`src/rtl/dircc_packetiser.sv`:
```
// dircc_packetiser: source end of a DiRCC router stream.
// Accepts one parallel message (destination + up to MAX_WORDS*4 payload bytes) and emits it
// as an Avalon-ST packet: a header beat {dest, len, 8'h00} followed by ceil(len/4) payload beats.
//
// Ports:
//   clk, reset          clock; synchronous active-high reset
//   msg_valid/ready     message handshake (ready only while idle)
//   msg_dest            destination address, carried in header [31:16]
//   msg_len             payload length in bytes (clamped to MAX_BYTES)
//   msg_payload         byte i at word i/4, lane i%4 (word 0 in LSBs, lane 0 = [31:24])
//   out_*               Avalon-ST source, readyLatency 0, all outputs registered
//   err_len             sticky: an oversize msg_len was accepted
//   pkt_count           packets whose EOP beat has transferred, wrapping
module dircc_packetiser #(
  parameter int unsigned DATA_WIDTH  = 32,
  parameter int unsigned EMPTY_WIDTH = 2,
  parameter int unsigned ADDR_WIDTH  = 16,
  parameter int unsigned MAX_WORDS   = 8,
  parameter int unsigned LEN_WIDTH   = 6
) (
  input  logic                            clk,
  input  logic                            reset,
  input  logic                            msg_valid,
  output logic                            msg_ready,
  input  logic [ADDR_WIDTH-1:0]           msg_dest,
  input  logic [LEN_WIDTH-1:0]            msg_len,
  input  logic [MAX_WORDS*DATA_WIDTH-1:0] msg_payload,
  input  logic                            out_ready,
  output logic                            out_valid,
  output logic [DATA_WIDTH-1:0]           out_data,
  output logic                            out_startofpacket,
  output logic                            out_endofpacket,
  output logic [EMPTY_WIDTH-1:0]          out_empty,
  output logic                            err_len,
  output logic [15:0]                     pkt_count
);

  localparam int unsigned SYMBOLS   = DATA_WIDTH / 8;
  localparam int unsigned MAX_BYTES = SYMBOLS * MAX_WORDS;
  localparam int unsigned WIDX_W    = (MAX_WORDS > 1) ? $clog2(MAX_WORDS) : 1;
  // One extra bit so the word count itself (up to MAX_WORDS) is representable.
  localparam int unsigned IDX_W     = WIDX_W + 1;

  typedef enum logic [1:0] {StIdle, StHeader, StPayload} state_e;

  state_e                          state;
  logic [LEN_WIDTH-1:0]            len_q;
  logic [MAX_WORDS*DATA_WIDTH-1:0] payload_q;
  logic [IDX_W-1:0]                beat_idx;

  logic                            len_over;
  logic [LEN_WIDTH-1:0]            eff_len;
  logic [DATA_WIDTH-1:0]           header_word;
  logic [31:0]                     len_ext;
  logic [IDX_W-1:0]                nwords;
  logic [IDX_W-1:0]                next_idx;
  logic [DATA_WIDTH-1:0]           next_word;
  logic                            next_is_last;
  logic [EMPTY_WIDTH-1:0]          empty_last;

  // Accept-side decode, taken straight from msg_* so the header is ready one cycle after accept.
  always_comb begin
    len_over    = 32'(msg_len) > MAX_BYTES;
    eff_len     = len_over ? LEN_WIDTH'(MAX_BYTES) : msg_len;
    header_word = DATA_WIDTH'({msg_dest, 8'(eff_len), 8'h00});
  end

  // Next payload beat, built from the latched copy so later msg_* changes cannot leak in.
  always_comb begin
    len_ext      = 32'(len_q);
    nwords       = IDX_W'((len_ext + SYMBOLS - 1) / SYMBOLS);
    next_idx     = (state == StPayload) ? beat_idx + IDX_W'(1) : '0;
    next_word    = payload_q[next_idx[WIDX_W-1:0]*DATA_WIDTH +: DATA_WIDTH];
    // Lanes past the message length are zeroed on the final beat.
    for (int unsigned j = 0; j < SYMBOLS; j++) begin
      if (32'(next_idx) * SYMBOLS + j >= len_ext) begin
        next_word[DATA_WIDTH-1-8*j -: 8] = 8'h00;
      end
    end
    next_is_last = (next_idx == nwords - IDX_W'(1));
    empty_last   = EMPTY_WIDTH'((SYMBOLS - (len_ext % SYMBOLS)) % SYMBOLS);
  end

  always_ff @(posedge clk) begin
    if (reset) begin
      state             <= StIdle;
      len_q             <= '0;
      payload_q         <= '0;
      beat_idx          <= '0;
      msg_ready         <= 1'b1;
      out_valid         <= 1'b0;
      out_data          <= '0;
      out_startofpacket <= 1'b0;
      out_endofpacket   <= 1'b0;
      out_empty         <= '0;
      err_len           <= 1'b0;
      pkt_count         <= '0;
    end else begin
      unique case (state)
        StIdle: begin
          if (msg_valid) begin
            len_q             <= eff_len;
            payload_q         <= msg_payload;
            beat_idx          <= '0;
            if (len_over) err_len <= 1'b1;
            msg_ready         <= 1'b0;
            out_valid         <= 1'b1;
            out_data          <= header_word;
            out_startofpacket <= 1'b1;
            out_endofpacket   <= (eff_len == '0);
            out_empty         <= '0;
            state             <= StHeader;
          end
        end
        StHeader, StPayload: begin
          if (out_ready) begin
            if (out_endofpacket) begin
              // Return to idle; the following cycle is the mandatory bubble.
              state             <= StIdle;
              msg_ready         <= 1'b1;
              out_valid         <= 1'b0;
              out_data          <= '0;
              out_startofpacket <= 1'b0;
              out_endofpacket   <= 1'b0;
              out_empty         <= '0;
              pkt_count         <= pkt_count + 16'd1;
            end else begin
              state             <= StPayload;
              beat_idx          <= next_idx;
              out_data          <= next_word;
              out_startofpacket <= 1'b0;
              out_endofpacket   <= next_is_last;
              out_empty         <= next_is_last ? empty_last : '0;
            end
          end
        end
        default: begin
          state     <= StIdle;
          msg_ready <= 1'b1;
          out_valid <= 1'b0;
        end
      endcase
    end
  end

endmodule
```
`config.mk`:
```
export PLATFORM = sky130hd
export DESIGN_NAME = dircc_packetiser
export DESIGN_NICKNAME = d
export VERILOG_FILES = /design/src/rtl/dircc_packetiser.sv
export SDC_FILE = /design/constraint.sdc
export NUM_CORES = 1
export LEC_CHECK = 0
export BUFFER_PORTS_ARGS = -buffer_cell sky130_fd_sc_hd__buf_2
export CORE_ASPECT_RATIO = 0.5
export CORE_MARGIN = 1
export CORE_UTILIZATION = 30
export CTS_CLUSTER_DIAMETER = 60
export DETAILED_ROUTE_END_ITERATION = 12
export MAX_ROUTING_LAYER = met4
export PLACE_DENSITY = 0.49
export REMOVE_ABC_BUFFERS = 1
export SETUP_SLACK_MARGIN = 0.4
export SYNTH_ARGS = -nofsm -noshare
export SYNTH_HDL_FRONTEND = slang
export SYNTH_SLANG_ARGS = --single-unit
export TNS_END_PERCENT = 30
```
`constraint.sdc`:
```
create_clock -name clk -period 3.05 [get_ports clk]
set_clock_uncertainty 0.05 [all_clocks]
set_input_delay 0.1525 -clock clk [delete_from_list [all_inputs] [get_ports clk]]
set_output_delay 0.1525 -clock clk [all_outputs]
set_load 0.1 [all_outputs]
```
# After elaboration in Yosys (flattened, before gate mapping)

Cells that the tools add are included.

Equality and inequality tests: 7
Add/sub/neg operators: 9
Shift-type cells: 1
Multiplexer cells: 37
Reductions and logical operators: 11
$lt $le $gt $ge: 5

Operators with widths:

| cell                                                 | count |
|---|---|
| variable part select 256 x 9 -> 32 bit               | 1 |
| two-way mux 32 bit                                   | 3 |
| case mux 32 bit (2 select lines)                     | 1 |
| two-way mux 8 bit                                    | 4 |
| >= comparator 7 x 6 -> 1 bit                         | 3 |
| adder 16 x 1 -> 16 bit, second input constant        | 1 |
| two-way mux 4 bit                                    | 4 |
| adder 6 x 2 -> 7 bit, second input constant          | 2 |
| two-way mux 2 bit                                    | 7 |
| AND reduction 3 bit                                  | 4 |
| two-way mux 1 bit                                    | 10 |
| inequality test 2 bit, second input constant         | 4 |
| case mux 1 bit (2 select lines)                      | 4 |
| case mux 2 bit (2 select lines)                      | 2 |
| case mux 4 bit (2 select lines)                      | 1 |
| adder 6 x 1 -> 7 bit, second input constant          | 1 |
| adder 6 x 3 -> 6 bit, second input constant          | 1 |
| >= comparator 6 bit                                  | 1 |
| greater-than comparator 6 bit, second input constant | 1 |
| zero test 6 bit                                      | 1 |
| two-way mux 6 bit                                    | 1 |
| subtractor 6 x 1 -> 6 bit, second input constant     | 1 |
| adder 4 x 1 -> 4 bit, second input constant          | 1 |
| == test 4 bit                                        | 1 |
| 9 further kinds                                      | 10 |

Word-level logic and storage cells: 82
Output and inout bits: 55
Register bits after elaboration: 323

# Depth between registers and ports, before layout

Depth after elaboration: 8
Gate-level depth with buffers: 13
Mapped depth without buffers: 11

# Worst setup path before layout

Ideal clock, no wire load.

Path kind: register -> register
Start: register state[0]
End: register out_data[10]
Required time: 2,931 ps
Library setup time: 69 ps
Path buffers: 2
Arrival: 2,687 ps
Period minus slack after synthesis: 2,806 ps
Slack: 244 ps
Cell stages (with the launch flop): 14
Cells stage by stage: dfxtp_1 -> inv_1 -> ha_1 -> nand2_2 -> buf_6 -> clkinv_1 -> buf_1 -> ha_1 -> nand3_1 -> nand2_1 -> or3_4 -> a31oi_4 -> a222oi_1 -> nor2_1

Cells in the longest elaborated chain, start to end: 8
Elaborated cells on any way between the ends: 16
Those cells by class: 1 x add/sub; 1 x order compare; 4 x eq/ne; 1 x shift; 5 x mux; 4 x reduce/logical

Ends and longest elaborated chain:

| item                             | RTL line | source |
|---|---|---|
| from (decl)                      | 46       | `state_e state;` |
| from (signal assigned)           | 86       | `state <= StIdle;` |
| from (signal assigned)           | 112      | `state <= StHeader;` |
| from (signal assigned)           | 119      | `state <= StIdle;` |
| == test 2 bit                    | 72, 99   |  |
| two-way mux 4 bit                | 72       | `next_idx = (state == StPayload) ? beat_idx + IDX_W'(1) : '0;` |
| adder 6 x 2 -> 7 bit             | 76       | `if (32'(next_idx) * SYMBOLS + j >= len_ext) begin` |
| >= comparator 7 x 6 -> 1 bit     | 76       |  |
| two-way mux 8 bit                | 76       |  |
| two-way mux 32 bit               | 117      | `if (out_endofpacket) begin` |
| two-way mux 32 bit               | 116      | `if (out_ready) begin` |
| case mux 32 bit (2 select lines) | 99       | `unique case (state)` |
| to (signal assigned)             | 108      | `out_data <= header_word;` |
| to (signal assigned)             | 130      | `out_data <= next_word;` |
| to (decl)                        | 30       | `output logic [DATA_WIDTH-1:0] out_data,` |

Several ways; a longest one is shown, not always the timed one. The select of a mux whose other input is x is not followed.
A chain may end at the register's enable or synchronous reset.

# Worst setup path in the final report

Start: register state[0]
End: register out_data[29]

Cells in the longest elaborated chain, start to end: 7
Elaborated cells on any way between the ends: 15
Those cells by class: 1 x order compare; 4 x eq/ne; 1 x shift; 5 x mux; 4 x reduce/logical

Ends and longest elaborated chain:

| item                                                                          | RTL line |
|---|---|
| == test 2 bit                                                                 | 72, 99 |
| two-way mux 4 bit                                                             | 72 |
| variable part select 256 x 9 -> 32 bit or >= comparator 6 bit (tied branches) | 73, 76 |
| two-way mux 8 bit                                                             | 76 |
| two-way mux 32 bit                                                            | 117 |
| two-way mux 32 bit                                                            | 116 |
| case mux 32 bit (2 select lines)                                              | 99 |

Several ways; a longest one is shown, not always the timed one. The select of a mux whose other input is x is not followed.

==> results list <==
- Status: finished with violations
* Violations in the final reports: hold timing
* Fraction of layout instances using a drive strength above 1: between 20% and 30%
- Of all flip-flops after synthesis, the portion carrying an async set or reset was 0%.
* Internal Power: slightly above 8000 uW
- Total routing resource utilization after global routing: 20.9%
- The share of total power dissipated in combinational logic is between 20% and 30%.
- Critical path class: reg -> reg
- Detailed placement ended at an HPWL of between 30 and 40 mm.
- Worst endpoint data arrival time: between 2 and 3 ns
* Beginning of the worst register-to-register path: state[0]
* Final core area utilization: 44.5%
- Hold timing on the final database bottoms out at a slack of -0.00792 ns.
- The first routing iteration left ~910 violations.
* Final worst slack: approximately 0.52 ns
- Across the VDD grid, the largest voltage drop is approximately 320 uV.
- Final worst path period need: 2.53 ns
* HP Class: in -> reg
* Cell Rows: 55
- From bottom edge to top edge, the die measures 154 um.
- Max Freq: approximately 400 MHz
* Max-cap violations: 0
* Mean routed wirelength per cell: between 15 and 20 um
- CTS saw ~320 sinks.
- Most area-consuming cells after synthesis: dfxtp_1, nand2_1, a21oi_1
- At the later pin of the worst-skew pair, clock insertion delay measures ~0.53 ns.
- Critical Path Slowest Stage Cell: or3_4
- Number of synthesized flops with an enable pin: 0
- Area grow syn2layout: 45.3%
* Setup crit start: state[0]
- Wire length reported by the detailed router: between 40 and 50 mm
* Post-place setup slack: approximately 0.27 ns
- The congestion estimate from routability-driven global placement came to between 0.7 and 0.8.
* Worst-path clk slew: 0.07 ns
* Post-route antenna net violation count: 0
- Total count of max-transition violations in the final report: 0
- The worst path uses ~83% of the clock period.
* Worst-path cell chain: inv_1, ha_4, inv_1, nor2_2, ha_1, a21oi_1, nand2_1, or3_4, a31oi_4, buf_12, o21ai_0, a21oi_1
* Slowest stage delay, CP: about 0.42 ns
- TritonCTS built the clock tree.
* Post-synthesis area per instance: between 8 and 9 um^2
- Vias per Instance: 4.80
- Initial antenna violation count: 1
- Once the floorplan was initialized, standard cells occupied between 30% and 40% of the core.
- The worst setup path is launched from a flip-flop.
- Reported net switching power: between 4000 and 5000 uW
- H-tree levels: 2
- Setup repair after global routing left no endpoint under its margin.
* Congestion Overflow GR: 0
- In this run, the clock network consumes between 30 and 40% of the power.
- In this run the critical register-to-register path is captured at out_data[29].
- For this run, design rule violations remaining after detail routing come to 0.
- Sort of element at the end of the critical path: flip-flop
* Sequential power share: about two fifths
- The biggest area contributor in the post-synthesis netlist is dfxtp_1.
- Net switching is between 30% and 40% of the power.
- CTS placed an instance of clkbuf_16 at the clock tree root.
* TritonCTS Buffers: 34
- The first global-routing pass estimated around 76 mm of wire.
- For this design the static power due to leakage is slightly above 0.008 uW.
* Number of flip-flops and latches in the synthesized netlist: roughly 320
* Net count of the finished layout: around 2600
- Data on the critical path is required at its endpoint by ~3.5 ns.
* Worst Setup EP: out_data[29]
- Yosys top cell area share: 46.5%
* Cell depth of the worst flop-to-flop path: 12
* Final setup vio count: 0
- Post-synthesis instance area: around 14000 um^2
* Horiz. Die Dim: roughly 310 um
- The final count of hold timing violations is 3.
- Pwr/cell area: 617 nW/um^2
- For this run, the leading register cell type out of synthesis is dfxtp_1.
- Pin slew with the least headroom to its limit: slightly above 1 ns
- The core region is about 45000 um^2.
* Worst slew margin relative to its limit: around 33%
- Counting every instance in the synthesized netlist gives between 1500 and 2000.
* Vias in the first global route: between 10000 and 15000
* Post-Route Setup TNS: 0 ns
* Drt pass-1 iters: 4
- For this run, the number of Yosys warnings is 0.
* Portion of the post-synthesis area used by sequential elements: between 40 and 50%
- Entering global routing, the biggest net connects approximately 100 pins.
- Buffers placed on the I/O ports in this run total roughly 340.
- Internal reg-to-reg setup slack: 0.52 ns
- # IOs: about 340
- Detailed-route via count: ~14000
- Worst-path maximum fanout: 8
* Synth cell types: 55
- The clock passes through at most 3 buffers.
* Overall die area: around 47000 um^2
[registers in the layout, summed over array words and instances (netlist names), 2 cells and up]
| signal | count |
|---|---|
| beat_idx | 4 |
| len_q | 6 |
| out_data | 32 |
| out_empty | 2 |
| payload_q | 256 |
| pkt_count | 16 |
| state | 2 |
[power groups by stage]
stage	combinational, uW	clock, uW	sequential [uW]
final	3490	4000	4990
after global routing	3790	4270	5050
after CTS	3460	4110	4990
after detailed placement	3140	0	5080
after global placement	3120	0	5080
after floorplan	1740	0	5490
[per-stage QoR]
stage	std cells	cell area (um^2)	power, uW
after floorplan	1587	13300	7230
after global placement	2576	16200	8210
after detailed placement	2576	16200	8220
after CTS	2928	20200	12600
after global routing	2932	20200	13100
final	2932	20200	12500
[worst min path at each step]
stage / start / to / slack, ns / cells after the start
2_1_floorplan: reset / out_endofpacket / 0.17 / 1
3_3_place_gp: msg_payload[25] / payload_q[25] / 0.35 / 3
3_5_place_dp: msg_payload[134] / payload_q[134] / 0.35 / 3
4_1_cts: reset / payload_q[165] / 0.007 / 2
5_1_grt: reset / payload_q[37] / 0.05 / 2
6_report: reset / payload_q[37] / -0.008 / 2
[logic make-up after synthesis]
group                      count (synthesis)  share of synthesized area, %
and+or+nand+nor                          738                          21.8
xor gates and xnor gates                  19                          1.30
DFF                                      323                          46.5
adders and majority gates                 14                          1.26
AOI/OAI and AO/OA                        433                          18.5
muxes                                     44                          6.15
buffers and inverters                    152                          4.52
[critical path: cells and delay by family (launching register included)]
| family | cells | cell delay [ns] |
|---|---|---|
| buffers and inverters | 3 | 0.35 |
| and+or+nand+nor | 3 | 0.64 |
| AOI/OAI and AO/OA | 4 | 0.58 |
| DFF | 1 | 0.34 |
| adders and majority gates | 2 | 0.48 |
[metal layers]
| layer | vias to the layer above | share of wire [%] | GRT usage (%) |
|---|---|---|---|
| li1 | 6974 | - | - |
| met1 | 6717 | 42 | 23.9 |
| met2 | 246 | 51 | 36.5 |
| met3 | 133 | 2.6 | 2.56 |
| met4 | 0 | 4.8 | 10.2 |
| met5 | - | 0 | - |
[layout by cell type, fill, tap and decap left out, types with 9 or more instances in the layout]
cell type      count
nand2_1          592
a21oi_1          294
xnor2_1           11
a311oi_1          22
a211oi_1          32
and2_1            11
buf_2            335
buf_12            14
ha_1              12
o21ai_0           16
nor2_1            46
o21ai_1           14
a22oi_1           23
dfxtp_1          320
inv_1             14
nor2b_1           25
a221oi_1          10
nor3_1            14
buf_4             21
mux4_2            29
clkbuf_16         34
mux2i_1            9
dlygate4sd3_1    284
clkbuf_1          10
[what timing repair did]
action                     in CTS  in global routing
cloned                          0                  1
hold endpoints to repair      287                  0
setup endpoints to repair      23                 36
pin swaps                       1                  1
hold buffers                  284                  0
setup buffers                   7                  2
resized for setup               1                 11
[cell type report]
type	instances	area, um^2
Tap cell	627	785
Clock inverter	13	101
Inverter	16	60.1
Timing Repair Buffer	655	4970
Clock buffer	48	943
Multi-Input combinational cell	1249	6880
Fill cell	4549	25300
Sequential cell	323	6470
Antenna cell	1	2.50
[synthesized netlist by cell type, types with 4 or more instances]
cell type and count:
nand2_1 594, xnor2_1 11, ha_1 14, and2_1 12
xor2_1 7, or3_1 5, a211oi_1 32, a2bb2oi_1 8
a22oi_1 23, clkbuf_8 4, dfxtp_1 323, nand3_1 7
nand3b_1 6, nor3_1 14, mux4_2 29, buf_1 9
inv_1 14, a221oi_1 10, o21ai_1 14, nor2b_1 25
a311oi_1 22, buf_2 9, mux2i_1 9, nor2_1 48
clkbuf_1 113, a21oi_1 294, nand4_1 5, and3_1 5
o21ai_0 16
No activity file was read; power rests on OpenSTA's default activity.
